**src/rtl/riscv_pkg.sv**
```systemverilog
// Shared RV32 definitions used by the instruction-fetch front end.
package riscv_pkg;

  localparam int unsigned XLEN = 32;
  localparam logic [XLEN-1:0] NOP_INSTR = 32'h0000_0013;

  // One prefetch-queue slot: the fetched word and the PC it came from.
  typedef struct packed {
    logic [XLEN-1:0] instr;
    logic [XLEN-1:0] pc;
  } ifq_entry_t;

  // Sequential successor of a word-aligned PC, wrapping modulo 2^32.
  function automatic logic [XLEN-1:0] pc_next(input logic [XLEN-1:0] pc);
    return pc + XLEN'(4);
  endfunction

endpackage

```
**src/rtl/ifq_fifo.sv**
```systemverilog
// Synchronous FIFO with flush; DEPTH must be a power of two so the
// pointers wrap naturally. Flush takes priority over push/pop.
module ifq_fifo #(
  parameter int unsigned WIDTH = 32,
  parameter int unsigned DEPTH = 4
) (
  input  logic                    clk_i,
  input  logic                    reset_i,
  input  logic                    push_i,
  input  logic [WIDTH-1:0]        push_data_i,
  input  logic                    pop_i,
  input  logic                    flush_i,
  output logic [WIDTH-1:0]        head_o,
  output logic                    full_o,
  output logic                    empty_o,
  output logic [$clog2(DEPTH):0]  count_o
);

  localparam int unsigned AW = $clog2(DEPTH);

  logic [WIDTH-1:0] mem_q [DEPTH];
  logic [AW-1:0]    wr_ptr_q, wr_ptr_d;
  logic [AW-1:0]    rd_ptr_q, rd_ptr_d;
  logic [AW:0]      count_q, count_d;
  logic             do_push, do_pop;

  assign empty_o = (count_q == '0);
  assign full_o  = (count_q == (AW+1)'(DEPTH));
  assign do_pop  = pop_i && !empty_o;
  assign do_push = push_i && (!full_o || do_pop);
  assign head_o  = mem_q[rd_ptr_q];
  assign count_o = count_q;

  // Next-state pointers and occupancy.
  always_comb begin
    wr_ptr_d = wr_ptr_q;
    rd_ptr_d = rd_ptr_q;
    count_d  = count_q;
    if (flush_i) begin
      wr_ptr_d = '0;
      rd_ptr_d = '0;
      count_d  = '0;
    end else begin
      if (do_push) wr_ptr_d = wr_ptr_q + 1'b1;
      if (do_pop)  rd_ptr_d = rd_ptr_q + 1'b1;
      count_d = count_q + (AW+1)'(do_push) - (AW+1)'(do_pop);
    end
  end

  // Pointer/occupancy registers with synchronous reset.
  always_ff @(posedge clk_i) begin
    if (reset_i) begin
      wr_ptr_q <= '0;
      rd_ptr_q <= '0;
      count_q  <= '0;
    end else begin
      wr_ptr_q <= wr_ptr_d;
      rd_ptr_q <= rd_ptr_d;
      count_q  <= count_d;
    end
  end

  // Storage array; contents need no reset since occupancy gates reads.
  always_ff @(posedge clk_i) begin
    if (do_push && !flush_i) mem_q[wr_ptr_q] <= push_data_i;
  end

endmodule

```
**src/rtl/ifetch_queue.sv**
```systemverilog
// Instruction-fetch front end: fetch PC, credit-limited request issue,
// in-order prefetch queue feeding Decode, redirect flush with response drop.
// Optional macro IFQ_BYPASS_EN: forward a response straight to the outputs
// when the queue is empty.
module ifetch_queue
  import riscv_pkg::*;
#(
  parameter int unsigned DEPTH    = 4,
  parameter logic [31:0] RESET_PC = 32'h0000_0000
) (
  input  logic        clk,
  input  logic        reset,
  output logic        imem_req_valid,
  output logic [31:0] imem_req_addr,
  input  logic        imem_req_ready,
  input  logic        imem_rsp_valid,
  input  logic [31:0] imem_rsp_data,
  input  logic        redirect,
  input  logic [31:0] redirect_pc,
  input  logic        stall,
  output logic        instr_valid,
  output logic [31:0] instr,
  output logic [31:0] instr_pc,
  output logic [31:0] instr_pc4
);

  localparam int unsigned CW = $clog2(DEPTH) + 1;
  localparam logic [31:0] RESET_PC_A = {RESET_PC[31:2], 2'b00};

  logic [XLEN-1:0] fetch_pc_q, fetch_pc_d;
  logic [CW-1:0]   drop_q, drop_d;
  logic [CW-1:0]   occ, outst;
  logic [CW:0]     inflight;
  logic            req_fire, rsp_keep, bypass;
  logic            q_push, q_pop, q_full, q_empty;
  logic            tag_full, tag_empty;
  logic [XLEN-1:0] tag_head;
  ifq_entry_t      q_head, q_wdata;
  logic            unused_lsb;

  assign unused_lsb = ^redirect_pc[1:0];

  // Outstanding requests are exactly the tags awaiting their response.
  assign inflight       = {1'b0, occ} + {1'b0, outst};
  assign imem_req_valid = !reset && !redirect && (inflight < (CW+1)'(DEPTH));
  assign imem_req_addr  = fetch_pc_q;
  assign req_fire       = imem_req_valid && imem_req_ready;
  assign rsp_keep       = imem_rsp_valid && (drop_q == '0) && !redirect;

`ifdef IFQ_BYPASS_EN
  assign bypass = rsp_keep && q_empty;
`else
  assign bypass = 1'b0;
`endif

  assign q_push  = rsp_keep && !(bypass && !stall);
  assign q_pop   = !q_empty && !stall;
  assign q_wdata = '{instr: imem_rsp_data, pc: tag_head};

  ifq_fifo #(.WIDTH($bits(ifq_entry_t)), .DEPTH(DEPTH)) u_queue (
    .clk_i       (clk),
    .reset_i     (reset),
    .push_i      (q_push),
    .push_data_i (q_wdata),
    .pop_i       (q_pop),
    .flush_i     (redirect),
    .head_o      (q_head),
    .full_o      (q_full),
    .empty_o     (q_empty),
    .count_o     (occ)
  );

  // Tags are never flushed: responses to pre-redirect requests still pop them.
  ifq_fifo #(.WIDTH(XLEN), .DEPTH(DEPTH)) u_tags (
    .clk_i       (clk),
    .reset_i     (reset),
    .push_i      (req_fire),
    .push_data_i (fetch_pc_q),
    .pop_i       (imem_rsp_valid),
    .flush_i     (1'b0),
    .head_o      (tag_head),
    .full_o      (tag_full),
    .empty_o     (tag_empty),
    .count_o     (outst)
  );

  // Next fetch PC and drop count; redirect overrides normal advance.
  always_comb begin
    fetch_pc_d = fetch_pc_q;
    drop_d     = drop_q;
    if (redirect) begin
      fetch_pc_d = {redirect_pc[31:2], 2'b00};
      drop_d     = outst - CW'(imem_rsp_valid);
    end else begin
      if (req_fire) fetch_pc_d = pc_next(fetch_pc_q);
      if (imem_rsp_valid && (drop_q != '0)) drop_d = drop_q - CW'(1);
    end
  end

  // Fetch PC and drop counter registers.
  always_ff @(posedge clk) begin
    if (reset) begin
      fetch_pc_q <= RESET_PC_A;
      drop_q     <= '0;
    end else begin
      fetch_pc_q <= fetch_pc_d;
      drop_q     <= drop_d;
    end
  end

  // Decode-facing outputs: bypassed response, else queue head, else NOP.
  always_comb begin
    instr_valid = 1'b0;
    instr       = NOP_INSTR;
    instr_pc    = RESET_PC;
    if (bypass) begin
      instr_valid = 1'b1;
      instr       = imem_rsp_data;
      instr_pc    = tag_head;
    end else if (!q_empty) begin
      instr_valid = 1'b1;
      instr       = q_head.instr;
      instr_pc    = q_head.pc;
    end
  end

  assign instr_pc4 = pc_next(instr_pc);

  // The credit scheme keeps both FIFOs from overflowing or underflowing.
  assert property (@(posedge clk) disable iff (reset) !(q_push && q_full && !q_pop));
  assert property (@(posedge clk) disable iff (reset) !(req_fire && tag_full));
  assert property (@(posedge clk) disable iff (reset) !(imem_rsp_valid && tag_empty));

endmodule
```
**config.mk**
```make
export PLATFORM = sky130hd
export DESIGN_NAME = ifetch_queue
export DESIGN_NICKNAME = d
export VERILOG_FILES = /design/src/rtl/riscv_pkg.sv /design/src/rtl/ifq_fifo.sv /design/src/rtl/ifetch_queue.sv
export SDC_FILE = /design/constraint.sdc
export NUM_CORES = 1
export LEC_CHECK = 0
export ABC_AREA = 1
export CAP_MARGIN = 20
export CORE_ASPECT_RATIO = 1.5
export CORE_MARGIN = 2
export CORE_UTILIZATION = 55
export CTS_CLUSTER_DIAMETER = 40
export CTS_CLUSTER_SIZE = 30
export DETAILED_ROUTE_END_ITERATION = 7
export GPL_TIMING_DRIVEN = 0
export PLACE_DENSITY = 0.75
export SYNTH_ARGS = -nofsm -noshare
export SYNTH_HDL_FRONTEND = slang
export SYNTH_HIERARCHICAL = 1
export SYNTH_SLANG_ARGS = --single-unit
```
**constraint.sdc**
```tcl
create_clock -name clk -period 8.6 [get_ports clk]
set_input_delay 1.29 -clock clk [delete_from_list [all_inputs] [get_ports clk]]
set_output_delay 1.29 -clock clk [all_outputs]
set_load 0.05 [all_outputs]
```
# Word-level counts from Yosys, hierarchy flattened
# Memories as Yosys holds them, arrays and structs flattened. A register that Yosys moved wholly into a read port is not among the register bits.
# Index checks and enable logic that the tools add are counted.
dict set report totals {
  mem_bits_ro 0
  ramBits 384
  reg_bits 49
  output_inout_bits 130
  n_memories 2
  in_bits 70
  latchBits 0
}
# name words word_bits read_ports rd_ports_with_merged_regs wr line_no
set memory_table {}
lappend memory_table {u_queue.mem_q 4 64 1 1 1 ifq_fifo.sv:21} ;# logic [WIDTH-1:0] mem_q [DEPTH];
lappend memory_table {u_tags.mem_q 4 32 1 1 1 ifq_fifo.sv:21}
dict set report classes {
  bitwise_logic 0
  shifts 0
  n_mux 15
  order_cmp 1
  n_addsub 13
  reduce_logical 28
  n_eq_ne 2
  div_mod_pow 0
  n_mul 0
}
# op count
set op_table {}
lappend op_table {{two-way mux 32 bit} 4}
lappend op_table {{adder 32 x 3 -> 32 bit, second input constant} 2}
lappend op_table {{logical AND 1 bit} 12}
lappend op_table {{logical NOT 3 bit} 3}
lappend op_table {{subtractor 3 x 1 -> 3 bit} 3}
lappend op_table {{adder 2 x 1 -> 2 bit, second input constant} 4}
lappend op_table {{two-way mux 2 bit} 4}
lappend op_table {{logical NOT 1 bit} 7}
lappend op_table {{adder 3 x 1 -> 3 bit} 2}
lappend op_table {{equality test 3 bit, second input constant} 2}
lappend op_table {{two-way mux 3 bit} 2}
lappend op_table {{two-way mux 1 bit} 5}
lappend op_table {{adder 3 x 3 -> 4 bit} 1}
lappend op_table {{less-than comparator 4 x 3 -> 1 bit, second input constant} 1}
lappend op_table {{nonzero test 2 bit} 2}
lappend op_table {{nonzero test 3 bit} 1}
lappend op_table {{subtractor 3 x 1 -> 3 bit, second input constant} 1}
lappend op_table {{logical OR 1 bit} 2}
lappend op_table {{OR reduction 2 bit} 1}

# Longest topological paths before layout
# Gate-level depths: netlist of the first run.
dict set report depth {
  ltp_word 9
  mapped_depth 16
  ltp_nobuf 14
}

# By module
# Netlist of the first run, hierarchy kept.
# module area_per_inst_um2 n_inst cells_each
set modules_own_cells {}
lappend modules_own_cells {{ifq_fifo (u_queue)} 10002.1 1 692}
lappend modules_own_cells {{ifq_fifo (u_tags)} 5290.1 1 382}
lappend modules_own_cells {ifetch_queue 4072.7 1 698}

# Worst setup path after synthesis of the first run
# OpenSTA, ideal clock, no wires.
dict set report synth_path {
  path_kind {input-to-reg}
  from {input redirect}
  to {memory u_queue/mem_q[0][0] (netlist name), enable pin}
  setup_ns 0.486
  stages 8
  t_arrival_ns 4.910
  path_slack_ns 3.204
  n_path_buf 1
  path_cell_list {inv_1 -> clkbuf_1 -> nand2_1 -> nor2_1 -> nand2_1 -> inv_1 -> nand2_1 -> nor2_1}
}
dict set report synth_between {
  elab_chain_cells 6
}
# item line_no
set synth_lines {}
lappend synth_lines {{start, declared} ifetch_queue.sv:18} ;# input logic redirect,
lappend synth_lines {{logical NOT 1 bit} ifetch_queue.sv:48} ;# assign rsp_keep = imem_rsp_valid && (drop_q == '0) && !redirect;
lappend synth_lines {{logical AND 1 bit} ifetch_queue.sv:48}
lappend synth_lines {{named net q_push} ifetch_queue.sv:35} ;# logic q_push, q_pop, q_full, q_empty;
lappend synth_lines {{logical AND 1 bit} ifq_fifo.sv:30} ;# assign do_push = push_i && (!full_o || do_pop);
lappend synth_lines {{logical AND 1 bit} ifq_fifo.sv:65} ;# if (do_push && !flush_i) mem_q[wr_ptr_q] <= push_data_i;
lappend synth_lines {{two-way mux 1 bit} ifq_fifo.sv:65}
lappend synth_lines {{two-way mux 1 bit (implied by the code)} ifq_fifo.sv:65}
lappend synth_lines {{end, declared} ifq_fifo.sv:21}
# The timed path passes the listed nets, and every way through them passes these cells.

==> results of run 1 <==
metrics by stage:
stage / hold slack (ns) / total power, mW / TNS, ns / utilization, %
after floorplan: 0.4662 / 2.566 / 0 / -
after global placement: 0.4817 / 2.680 / -5.947 / 62.87
after detailed placement: 0.4905 / 2.691 / 0 / 63.73
after CTS: 0.4931 / 4.402 / 0 / 67.41
after global routing: 0.5163 / 4.511 / 0 / 67.41
final: 0.4928 / 4.383 / 0 / 67.41
how the worst max path moves through the flow:
stage          startpoint                   end  slack, ns  cells past startpoint
2_1_floorplan    redirect   u_queue/mem_q[0][0]       3.20                      8
3_3_place_gp     redirect  u_queue/mem_q[3][41]      -0.10                      9
3_5_place_dp    flip-flop         instr_pc4[24]       3.52                     12
4_1_cts         flip-flop         instr_pc4[24]       2.94                     12
5_1_grt         flip-flop         instr_pc4[24]       2.69                     12
6_report        flip-flop         instr_pc4[24]       2.90                     12
state kept, by name (all words and copies together) (netlist names), named ones only:
register and flops:
u_queue/count_o 3, imem_req_addr 30, u_queue/wr_ptr_q 2, drop_q 3
u_tags/count_o 3, u_tags/wr_ptr_q 2, u_queue/mem_q 256, u_queue/rd_ptr_q 2
u_tags/rd_ptr_q 2, u_tags/mem_q 128
layout make-up:
cell class | count | area (sq um) | area share, %
buffer | 81 | 593.1 | 2.521
clock buffer | 39 | 953.4 | 4.053
clock inverter | 25 | 329.1 | 1.399
inverter | 174 | 663.1 | 2.819
multi-input combinational | 1090 | 5647 | 24.01
sequential | 435 | 12550 | 53.36
tap | 473 | 591.8 | 2.516
timing repair buffer | 207 | 2192 | 9.320
worst min-delay path, stage by stage (launching register included):
cell and delay (ns):
dfxtp_1 0.32, nand2_1 0.08, a21oi_1 0.06
report_power, final:
group          leakage, nW  internal [mW]  switching (mW)
Clock                0.624          0.917           0.822
Sequential            3.90           2.32          0.0299
Combinational         3.95          0.105           0.191
layer usage:
metal / share of wire (%) / up-vias
met5: 0 / -
met4: 4.7 / 0
met3: 5.8 / 130
met2: 51 / 603
met1: 38 / 6637
li1: - / 6611
placed cells by master (no fill, tap or decap), types with 17 or more instances in the layout:
cell type,count
edfxtp_1,384
nor2_1,315
clkdlybuf4s50_1,195
nand2_1,194
inv_1,164
o21ai_0,126
o22ai_1,96
o21ai_1,93
nand3_1,60
dfxtp_1,51
clkbuf_16,37
a21oi_1,35
buf_6,27
xor2_1,22
clkbuf_1,21
ha_1,18
nor2_2,17
buf_2,17
==> impl_results.md, run 1 <==
* P&R area growth vs syn at 21.53%
* Routed Antenna Nets at 0
* HPWL after detailed placement at 32,920 um
* Worst path most repeated cell: nor2_1
* Post-CTS setup buffer count at 0
* Synthesized cell area at 19,350 sq um
* Core ar. at 34,890 sq um
* Worst R2R End: u_queue/mem_q[3][36]
* Arr. time, crit path at 4.41 ns
* Clk Latency, worst-skew pair at 0.55 ns
* CTS max path bufs at 3
* Routed vias/inst at 5.539
* Largest net degree at the start of global routing at 31
* CP top delay family: buffers and inverters
* Worst-path fanout max at 10
* Number of global-route vias before repair at 13,820
* CTS tree: yes
* Final hold vios at 0
* Total GRT Usage at 25.66%
* CP max-delay cell: clkdlybuf4s50_1
* Share of layout cells above drive strength 1 at 11.02%
* Met2 GRT Util at 45.66%
* Post-Place Worst Slack at 3.518 ns
* Met1 usage at 30.86%
* Maximum clock rate at 175.4 MHz
* Crit path launch type: flip-flop
* Initial core utilization at 55.46%
* Initial antenna violation count at 0
* Avg Inst Size Synth at 10.94 sq um
* Cell count after synthesis at 1,769
* Met3 Usage GRT at 3.105%
* Final number of setup-violating endpoints at 0
* Yosys warns at 6
* Finished layout cell area at 23,520 sq um
* Post-cts sizing count at 0
* Unrepaired setup endpoints after global routing: false
* Non-Filler Instances at 2,524
* Inserted Clock Buffers at 36
* Final Max Slew Viols at 0
* Post-CTS Hold Buffers at 0
* Max Cap Violations at 0
* Chip Width at 157.2 um
* Fin crit share at 66.29%
* Critical path class: flip-flop to output port
* # H-tree levels at 2
* Worst Max-Slew Pin Slew at 0.8439 ns
* Fillers at 2,622
* Crit path cell chain: clkinv_1, clkbuf_1, o21ai_0, o22ai_1, inv_1, nor2_1, ha_1, nand3_4, nor2_1, nand4_1, xnor2_1, clkdlybuf4s50_1
* RR Startpoint: u_queue/count_o[2]
* DR iter-0 viols at 1,155
* Avg WL per Cell at 18.74 um
* PwrDens at 186.4 nW/um^2
* Port buffer count at 195
* HP Start: u_queue/rd_ptr_q[0]
* Clk slew on worst S/H paths at 0.08 ns
* Req. time, crit path at 7.31 ns
* Gr ovfl total at 0
* Site Rows at 84
* Post-Place Cells at 2,460
* Worst rel slew slack at 43.74%
* Clock root buffer: clkbuf_16
* Vias at 13,980
* First-pass GRT wire length at 72,860 um
* Routed WL at 47,300 um
* DRT Pass-1 Iters at 5
* R2R depth at 14
* Tmin final at 5.701 ns
* Outcome: complete, no violations
* Worst min path class: flip-flop to flip-flop
* Clock Skews at 0.02409 ns
* I/O pins at 200
* Final Net Count at 2,115
* Fin worst setup slack at 2.899 ns
* Post-route DRC at 0
* Die H at 233.7 um
* Ant diodes at 0
* Leakage at 8.468 nW
* Worst VDD drop at 0.1566 mV
* DIE AREA at 36,740 sq um
* GP Congestion at 0.9691
* Largest stage delay, worst path at 0.84 ns
* GRT busiest layer: met2
* Worst hold path depth at 2
* Nature of the critical path endpoint: output port
* Clock sink count at 435
* Flop-to-flop setup slack at 4.78 ns
* Buf/Inv on CP at 4
* Dpl cell area at 22,240 sq um
Note: power is estimated with default switching activity, not from simulation.
==> run 2: changes to the inputs <==
==> constraint.sdc (replaced) <==
create_clock -name clk -period 5.4 [get_ports clk]
set_input_delay 0.81 -clock clk [delete_from_list [all_inputs] [get_ports clk]]
set_output_delay 0.81 -clock clk [all_outputs]
set_load 0.05 [all_outputs]
==> run 2 against run 1 <==
Effect of this change:
- hold slack got worse by 0.0010 ns
- non-clock buffer count stayed put
- design area is essentially flat
- register-to-register slack worse by 3.2 ns
- critical path type unchanged
==> impl_results.md, run 2 (synthesis results as in run 1) <==
* CTS max path bufs at 3 (unchanged)
* # H-tree levels at 2 (unchanged)
* Worst rel slew slack at 45.96% (was 43.74%)
* Worst R2R End: u_queue/mem_q[3][36] (unchanged)
* Logic pwr share at 6.8% (about the same)
* First-pass GRT wire length at 72,860 um (unchanged)
* Biggest register: u_queue/mem_q (unchanged)
* Clock sink count at 435 (unchanged)
* PwrDens at 296.7 nW/um^2 (was 186.4 nW/um^2)
* Share of layout cells above drive strength 1 at 11.02% (unchanged)
* Routed WL at 47,230 um (was 47,300 um)
* Max FFs per register at 256 (unchanged)
* Fillers at 2,621 (was 2,622)
* GP Congestion at 0.9691 (unchanged)
* Clock root buffer: clkbuf_16 (unchanged)
* Final Net Count at 2,115 (unchanged)
* Post-Place Worst Slack at 0.7975 ns (was 3.518 ns)
* Tmin final at 5.076 ns
* Die H at 233.7 um (unchanged)
* Routed vias/inst at 5.553 (was 5.539)
* DRT Pass-1 Iters at 5 (unchanged)
* Routed Antenna Nets at 0 (unchanged)
* Worst Setup EP: instr_pc4[23] (was instr_pc4[24])
* Internal at 5.321 mW (was 3.341 mW)
* Total GRT Usage at 25.66% (unchanged)
* Pwr Total at 6.980 mW (was 4.383 mW)
* Switching pwr at 1.659 mW (was 1.042 mW)
* Avg WL per Cell at 18.71 um (was 18.74 um)
* Core ar. at 34,890 sq um (unchanged)
* P&R area growth vs syn at 21.55% (was 21.53%)
* Final hold vios at 0 (unchanged)
* Critical path class: flip-flop to output port (unchanged)
* CTS tree: yes (unchanged)
* Clk Latency, worst-skew pair at 0.55 ns (about the same)
* Worst-path fanout max at 10 (unchanged)
* Setup_tns at 0 ns (unchanged)
* Outcome: complete, no violations (unchanged)
* Site Rows at 84 (unchanged)
* Initial antenna violation count at 0 (unchanged)
* Unrepaired setup endpoints after global routing: false (unchanged)
* Inserted Clock Buffers at 36 (unchanged)
* Req. time, crit path at 4.59 ns (was 7.31 ns)
* Number of global-route vias before repair at 13,820 (unchanged)
* Final Max Slew Viols at 0 (unchanged)
* Sw frac at 23.77% (was 23.78%)
* Chip Width at 157.2 um (unchanged)
* Maximum clock rate at 197.0 MHz
* Largest net degree at the start of global routing at 31 (unchanged)
* Flop-to-flop setup slack at 1.59 ns (was 4.78 ns)
* Port buffer count at 195 (unchanged)
* Nature of the critical path endpoint: output port (unchanged)
* RR Startpoint: u_queue/count_o[2] (unchanged)
* I/O pins at 200 (unchanged)
* Clk slew on worst S/H paths at 0.08 ns (about the same)
* Fin worst setup slack at 0.3237 ns (was 2.899 ns)
* Final number of setup-violating endpoints at 0 (unchanged)
* Worst VDD drop at 0.2487 mV (was 0.1566 mV)
* Max Cap Violations at 0 (unchanged)
* DR iter-0 viols at 1,145 (was 1,155)
* DIE AREA at 36,740 sq um (unchanged)
* Most frequent cells in the layout: edfxtp_1 (384), nor2_1 (315), nand2_1 (194), clkdlybuf4s50_1 (194), inv_1 (164) (was edfxtp_1 (384), nor2_1 (315), clkdlybuf4s50_1 (195), nand2_1 (194), inv_1 (164))
* Most common cell after layout, fill and taps aside: edfxtp_1 (unchanged)
* Initial core utilization at 55.46% (unchanged)
* Leakage at 8.486 nW (was 8.468 nW)
* Crit path launch type: flip-flop (unchanged)
* Fin crit share at 94.00%
* Arr. time, crit path at 4.27 ns (was 4.41 ns)
* Sequential Power Share at 53.6% (about the same)
* Vias at 14,020 (was 13,980)
* Clock Skews at 0.02500 ns (was 0.02409 ns)
* Post-CTS setup buffer count at 0 (unchanged)
* Final core occ at 67.42% (was 67.41%)
* Gr ovfl total at 0 (unchanged)
* R2R depth at 14 (unchanged)
* HPWL after detailed placement at 32,920 um (unchanged)
* Post-route DRC at 0 (unchanged)
* Clk network pwr share at 39.7% (about the same)
* Worst Max-Slew Pin Slew at 0.8105 ns (was 0.8439 ns)
* Worst min path class: flip-flop to flip-flop (unchanged)
* Ant diodes at 0 (unchanged)
==> run 2: cell types whose count changed in the layout (fill, tap and decap cells not counted), sizes merged <==
cell           before  now
clkdlybuf4s50     195  194
dlymetal6s2s        0    1
==> run 2: how the worst min path moves through the flow <==
stage,from,to,slack (ns),cells past startpoint
detailed placement,u_tags/rd_ptr_q[1],u_tags/rd_ptr_q[1],0.49,2
global route,u_tags/rd_ptr_q[1],flip-flop,0.52,2
global placement,u_tags/rd_ptr_q[0],u_tags/rd_ptr_q[0],0.48,2
finish,u_queue/rd_ptr_q[0],flip-flop,0.49,2
CTS,u_queue/rd_ptr_q[0],flip-flop,0.49,2
floorplan,u_tags/rd_ptr_q[1],flip-flop,0.47,2
==> run 2: cell type report <==
type / count / area [sq um] / share of cell area (%)
repair buffers: 207 / 2195 / 9.329
plain buffers: 81 / 593.1 / 2.521
inverters: 174 / 663.1 / 2.819
multi-input cells: 1090 / 5647 / 24.00
well taps: 473 / 591.8 / 2.516
flip-flops and latches: 435 / 12550 / 53.36
clock inverters: 25 / 329.1 / 1.399
clock buffers: 39 / 953.4 / 4.053
==> run 2: critical path, stage by stage, from the launching register on <==
cell             delay, ns
dfxtp_1               0.34
buf_4                 0.22
clkbuf_1              0.39
o21ai_0               0.21
o22ai_1               0.34
inv_1                 0.17
nor2_8                0.15
nand4_1               0.17
nor2_1                0.36
nand4_1               0.30
xnor2_1               0.23
clkdlybuf4s50_1       0.83
==> run 2: power groups by stage <==
stage | Clock [mW] | Combinational, mW | Sequential [mW]
2_1_floorplan | 0 | 0.237 | 3.85
3_3_place_gp | 0 | 0.452 | 3.82
3_5_place_dp | 0 | 0.470 | 3.82
4_1_cts | 2.80 | 0.472 | 3.74
5_1_grt | 2.93 | 0.507 | 3.75
6_report | 2.77 | 0.472 | 3.74
==> run 2: layer usage <==
layer	routed length, um	part of all wire, %	GRT usage [%]	vias to the layer above
met5	0	0	0	-
met4	2317	4.9	12.36	0
met3	2799	5.9	3.105	140
met2	24100	51	45.66	600
met1	18010	38	30.86	6655
li1	-	-	-	6620
==> run 2: metrics by stage <==
step | area (sq um) | std cells | hold slack (ns)
3_5_place_dp | 22240 | 2460 | 0.4905
4_1_cts | 23520 | 2524 | 0.4931
6_report | 23520 | 2524 | 0.4918
5_1_grt | 23520 | 2524 | 0.5163
2_1_floorplan | 19390 | 1780 | 0.4662
3_3_place_gp | 21940 | 2448 | 0.4817
==> run 2: timing repair <==
item,4_1_cts,5_1_grt
setup endpoints to repair,0,1
resized for setup,0,1
hold buffers,0,0
